$ cat config.mk
export PLATFORM = sky130hd
export DESIGN_NAME = switch_egress_queue_flat
export DESIGN_NICKNAME = d
export VERILOG_FILES = /design/src/rtl/switch_egress_queue_if.sv /design/src/rtl/switch_egress_queue.sv /design/src/flat_wrapper.sv
export SDC_FILE = /design/constraint.sdc
export NUM_CORES = 1
export LEC_CHECK = 0
export ABC_AREA = 1
export BUFFER_PORTS_ARGS = -buffer_cell sky130_fd_sc_hd__buf_4
export CAP_MARGIN = 20
export CORE_MARGIN = 4
export CORE_UTILIZATION = 60
export DETAILED_ROUTE_END_ITERATION = 10
export GPL_TIMING_DRIVEN = 0
export PLACE_DENSITY_LB_ADDON = 0.1
export REMOVE_ABC_BUFFERS = 1
export SYNTH_ARGS = -nofsm -noshare
export SYNTH_HDL_FRONTEND = slang
export SYNTH_SLANG_ARGS = --single-unit
$ cat constraint.sdc
create_clock -name clk -period 2.8 [get_ports clk]
set_clock_uncertainty 0.15 [all_clocks]
set_input_delay 0.28 -clock clk [delete_from_list [all_inputs] [get_ports clk]]
set_output_delay 0.28 -clock clk [all_outputs]
set_load 0.05 [all_outputs]
$ cat src/rtl/switch_egress_queue_if.sv
// switch_egress_queue_if: input capture and ready/valid drain signals of one egress queue.
// slave  = the queue itself; master = the switch/consumer side driving it.
interface switch_egress_queue_if #(
  parameter int ADDR_WIDTH = 8,
  parameter int DATA_WIDTH = 16
);
  logic                  in_vld;
  logic [ADDR_WIDTH-1:0] addr_in;
  logic [DATA_WIDTH-1:0] data_in;
  logic                  out_vld;
  logic                  out_rdy;
  logic [ADDR_WIDTH-1:0] out_addr;
  logic [DATA_WIDTH-1:0] out_data;

  modport slave (
    input  in_vld, addr_in, data_in, out_rdy,
    output out_vld, out_addr, out_data
  );

  modport master (
    output in_vld, addr_in, data_in, out_rdy,
    input  out_vld, out_addr, out_data
  );
endinterface

$ cat src/rtl/switch_egress_queue.sv
// switch_egress_queue: per-port first-word-fall-through FIFO behind the address switch.
// The switch cannot stall, so an entry arriving at a full queue (with no pop) is
// discarded and reported with a one-cycle drop pulse.
// Build macro SWITCH_EGRESS_STATS_EN adds drop_cnt (saturating) and hwm outputs.
module switch_egress_queue #(
  parameter int ADDR_WIDTH = 8,
  parameter int DATA_WIDTH = 16,
  parameter int DEPTH      = 8,
`ifdef SWITCH_EGRESS_STATS_EN
  parameter int CNT_WIDTH  = 8,
`endif
  localparam int CW = $clog2(DEPTH) + 1
) (
  input  logic                   clk,
  input  logic                   rstn,
  switch_egress_queue_if.slave   bus,
  output logic                   full,
  output logic                   empty,
  output logic [CW-1:0]          count,
  output logic                   drop
`ifdef SWITCH_EGRESS_STATS_EN
  ,
  output logic [CNT_WIDTH-1:0]   drop_cnt,
  output logic [CW-1:0]          hwm
`endif
);

  localparam int PW = $clog2(DEPTH);
  localparam int EW = ADDR_WIDTH + DATA_WIDTH;

  logic [EW-1:0] mem [DEPTH];
  logic [PW-1:0] wr_ptr_reg;
  logic [PW-1:0] rd_ptr_reg;
  logic [CW-1:0] count_reg;
  logic [CW-1:0] count_next;
  logic          full_reg;
  logic          empty_reg;
  logic          drop_reg;
  logic          push;
  logic          pop;
  logic          overflow;
  logic [EW-1:0] head;

  // Handshake qualification and next occupancy; a pop at full makes room for the push.
  always_comb begin
    pop        = !empty_reg && bus.out_rdy;
    push       = bus.in_vld && (!full_reg || pop);
    overflow   = bus.in_vld && full_reg && !pop;
    count_next = count_reg;
    if (push && !pop) begin
      count_next = count_reg + CW'(1);
    end else if (pop && !push) begin
      count_next = count_reg - CW'(1);
    end
  end

  // Pointers, occupancy and status flags; flags are derived from the next count so they stay in step.
  always_ff @(posedge clk) begin
    if (!rstn) begin
      wr_ptr_reg <= '0;
      rd_ptr_reg <= '0;
      count_reg  <= '0;
      full_reg   <= 1'b0;
      empty_reg  <= 1'b1;
      drop_reg   <= 1'b0;
    end else begin
      if (push) begin
        wr_ptr_reg <= wr_ptr_reg + PW'(1);
      end
      if (pop) begin
        rd_ptr_reg <= rd_ptr_reg + PW'(1);
      end
      count_reg <= count_next;
      full_reg  <= (count_next == CW'(DEPTH));
      empty_reg <= (count_next == '0);
      drop_reg  <= overflow;
    end
  end

  // Entry storage; stale contents after reset are hidden because the head is masked while empty.
  always_ff @(posedge clk) begin
    if (push) begin
      mem[wr_ptr_reg] <= {bus.addr_in, bus.data_in};
    end
  end

  assign head = mem[rd_ptr_reg];

  // Fall-through head presentation, zeroed while empty.
  always_comb begin
    bus.out_vld  = !empty_reg;
    bus.out_addr = '0;
    bus.out_data = '0;
    if (!empty_reg) begin
      {bus.out_addr, bus.out_data} = head;
    end
  end

  assign full  = full_reg;
  assign empty = empty_reg;
  assign count = count_reg;
  assign drop  = drop_reg;

`ifdef SWITCH_EGRESS_STATS_EN
  logic [CNT_WIDTH-1:0] drop_cnt_reg;
  logic [CW-1:0]        hwm_reg;

  // Saturating drop counter and high-water mark of the occupancy.
  always_ff @(posedge clk) begin
    if (!rstn) begin
      drop_cnt_reg <= '0;
      hwm_reg      <= '0;
    end else begin
      if (overflow && (drop_cnt_reg != '1)) begin
        drop_cnt_reg <= drop_cnt_reg + CNT_WIDTH'(1);
      end
      if (count_next > hwm_reg) begin
        hwm_reg <= count_next;
      end
    end
  end

  assign drop_cnt = drop_cnt_reg;
  assign hwm      = hwm_reg;
`else
  // Statistics disabled: no counters exist in this build.
`endif

endmodule

$ cat src/flat_wrapper.sv
// flat-port wrapper written by rule: the top's interface ports become plain ports
module switch_egress_queue_flat 
#(
  parameter int ADDR_WIDTH = 8,
  parameter int DATA_WIDTH = 16,
  parameter int DEPTH      = 8,

  localparam int CW = $clog2(DEPTH) + 1
)
  (clk, rstn, full, empty, count, drop, bus_in_vld, bus_addr_in, bus_data_in, bus_out_rdy, bus_out_vld, bus_out_addr, bus_out_data);
  switch_egress_queue_if #(.ADDR_WIDTH(ADDR_WIDTH), .DATA_WIDTH(DATA_WIDTH)) bus_i ();
  input  logic clk;
  input  logic rstn;
  output logic full;
  output logic empty;
  output logic [CW-1:0] count;
  output logic drop;
  input wire logic [$bits(bus_i.in_vld)-1:0] bus_in_vld;
  input wire logic [$bits(bus_i.addr_in)-1:0] bus_addr_in;
  input wire logic [$bits(bus_i.data_in)-1:0] bus_data_in;
  input wire logic [$bits(bus_i.out_rdy)-1:0] bus_out_rdy;
  output wire logic [$bits(bus_i.out_vld)-1:0] bus_out_vld;
  output wire logic [$bits(bus_i.out_addr)-1:0] bus_out_addr;
  output wire logic [$bits(bus_i.out_data)-1:0] bus_out_data;
  assign bus_i.in_vld = bus_in_vld;
  assign bus_i.addr_in = bus_addr_in;
  assign bus_i.data_in = bus_data_in;
  assign bus_i.out_rdy = bus_out_rdy;
  assign bus_out_vld = bus_i.out_vld;
  assign bus_out_addr = bus_i.out_addr;
  assign bus_out_data = bus_i.out_data;
  switch_egress_queue #(.ADDR_WIDTH(ADDR_WIDTH), .DATA_WIDTH(DATA_WIDTH), .DEPTH(DEPTH)) u_core (.clk(clk), .rstn(rstn), .bus(bus_i), .full(full), .empty(empty), .count(count), .drop(drop));
endmodule
==> results.md <==
* RD Place Congestion at 0.805
* ANT nets after route at 0
* Sequential share of the synthesized area at 0.731
* Pin count of the biggest net entering global routing at 97
* Clock Tree Buf Depth at 3
* Cells after synthesis at roughly 710
* HPWL Detailed at ~8900 um
* F_max at about 380 MHz
* Critical path endpoint category: flop
* Final worst slack at about 150 ps
* Final Max Tran Viols at 0
* Avg Inst Size Synth at ~12 um^2
* Pwr Density at 761 mW/mm^2
* Commonest cells in the synthesized netlist: 215 x nor2_1, 192 x edfxtp_1, 88 x o21ai_1
* Minimum clock period at roughly 2700 ps
* Root buffer cell: clkbuf_16
* Critical path launch point type: flop
* Fin crit share at 0.947
* Mapped cell area at around 0.0083 mm^2
* Routed wire length per instance at between 15 and 20 um
* CTS tree: yes
* Ys Warns at 0
* CTS Buf Count at 21
* H-tree levels at 1
* Library cells used by synthesis at 20
* Worst slew pin tran at between 900 and 1000 ps
* Max-slew headroom at 0.391
* Starting DRT DRC Count at ~420
* 1st-pass router iterations at 6
* Largest cells by area after synthesis: edfxtp_1 69%, nor2_1 9.7%, o21ai_1 5.3%
* Worst path max stage delay at 730 ps
* Most frequent CP cell: nand2_1
* Initial antenna violation count at 0
* Final Hold Vio Count at 0
* Number of diodes at 0
* Total GRT Usage at 0.233
* Std-Cell Core Area at between 0.01 and 0.015 mm^2
* Height of the chip at between 100 and 150 um
* CP arrival at about 2600 ps
* Max-Cap Viols at 0
* Routed wire length at roughly 20000 um
* Vias in the first global route at approximately 5500
* Clock sinks at approximately 210
* EDFF count, synth at 192
* CP required at 2760 ps
* Most frequent cell after synthesis: nor2_1
* Min-delay worst type: input pin to flop
* Top cell type's share of synthesized area at 0.693
* Starting Density at 0.621
* Avg Vias per Cell at a little under 6
* Die area at roughly 0.016 mm^2
* CP max stage cell: nor2_4
* Fraction of registers with async set/reset at 0
* I/O pin cnt at 60
* Die Width at 126 um
* GRT overflow at 0
* Outcome: complete, no violations
* Post-placement cell count at just over 900
* RSZ-0062 raised after global routing: false
* CTS clock-pin slew for the worst setup and hold paths at 60 ps
* Final cell count without fillers at roughly 990
* Hold_ws at around 64 ps
* PortBufs at 59
* #FFs+latches synth at between 200 and 250
* Global-route wire length before repair at 29100 um
* Worst skew pair latency at between 400 and 500 ps
* WS Path Type: flop to flop
* Top FF cell, synth: edfxtp_1
* Max reg flops at about 190
* Layout cells sized above 1 at 0.148
* Highest net fanout along the worst path at 27
* Vias at 5734
* Peak VDD IR at ~0.64 mV
* Final number of setup-violating endpoints at 0
* DR DRC count at 0
* Crit path cell chain: inv_6, nand2_1, nand2_1, nand2_1, inv_1, nand2_2, nor2_4
* P&R area growth vs syn at 21.2%
* FP Rows at 42
* Layout Nets at just over 800
* Static Leak at ~0.0036 uW
* Setup TNS at 0 ps
* Setup Slack @ Placement at -188 ps
* Leading area contributor after synthesis: edfxtp_1
[worst max-delay path, delay by kind of cell (launching register included)]
family	cells	cell delay [ps]
flip-flops	1	360
buffers and inverters	2	370
AND/OR/NAND/NOR	5	1380
[repair_timing]
action / CTS / global route
endpoints found under the setup margin: 144 / 58
pin swaps: 2 / 0
hold buffers: 26 / 0
endpoints found under the hold margin: 202 / 0
setup buffers: 2 / 3
resized for setup: 10 / 3
gates cloned: 4 / 1
[cell usage in the layout, fill, tap and decap left out]
cell type	instances
a21oi_1	4
buf_12	4
buf_16	3
buf_4	61
buf_6	1
bufinv_16	4
clkbuf_1	2
clkbuf_16	22
clkinv_1	4
clkinv_2	6
clkinvlp_4	2
dfxtp_1	13
dfxtp_2	1
dfxtp_4	2
dlygate4sd3_1	26
edfxtp_1	192
ha_1	4
inv_1	18
inv_16	1
inv_6	1
nand2_1	32
nand2_2	1
nand3_1	11
nand4_1	1
nor2_1	207
nor2_4	11
nor3_1	1
o21ai_0	83
o21ai_1	88
xnor2_1	1
xor2_1	2
[kinds of logic after synthesis]
family	synth area share
adder cells (fa/ha/maj)	0.00601
AO/OA/AOI/OAI	0.105
flip-flops	0.731
buffers and inverters	0.0346
AND/OR/NAND/NOR	0.120
XOR/XNOR	0.00316
[area by class of cell]
type / instances / area, um^2
Tap cell: 176 / 220
Clock buffer: 23 / 533
Sequential cell: 208 / 6090
Timing Repair Buffer: 96 / 917
Fill cell: 870 / 3310
Multi-Input combinational cell: 446 / 2050
Inverter: 21 / 104
Timing Repair inverter: 1 / 7.51
Clock inverter: 14 / 165
[worst paths after layout]
check	endpoint	slack, ps	cells after the start	startpoint
setup reg to reg	u_core.mem[6][12]	150	7	u_core.empty
hold / removal	flop	60	5	bus_out_rdy
setup / recovery	u_core.mem[6][12]	150	7	u_core.empty
hold reg to reg	flop	320	2	u_core.rd_ptr_reg[2]
[layer usage]
metal | share of wire | track usage | up-vias
met2 | 0.51 | 0.411 | 252
met4 | 0.015 | 0.0467 | 0
li1 | - | - | 2666
met1 | 0.41 | 0.314 | 2785
met5 | 0 | 0 | -
met3 | 0.073 | 0.0330 | 31
[metrics by stage]
step	power, uW	utilization	cell area [um^2]
after floorplan	4370	-	8110
after global placement	4720	0.655	8780
after detailed placement	4780	0.669	8960
after CTS	7660	0.748	10000
after global routing	7960	0.753	10100
final	7680	0.753	10100
[power by group]
part | internal, uW | switching (uW) | total, uW
clock | 1740 | 1120 | 2850
combinational | 404 | 879 | 1280
sequential | 3490 | 58.6 | 3550
Power figures use the tool's default switching activity.
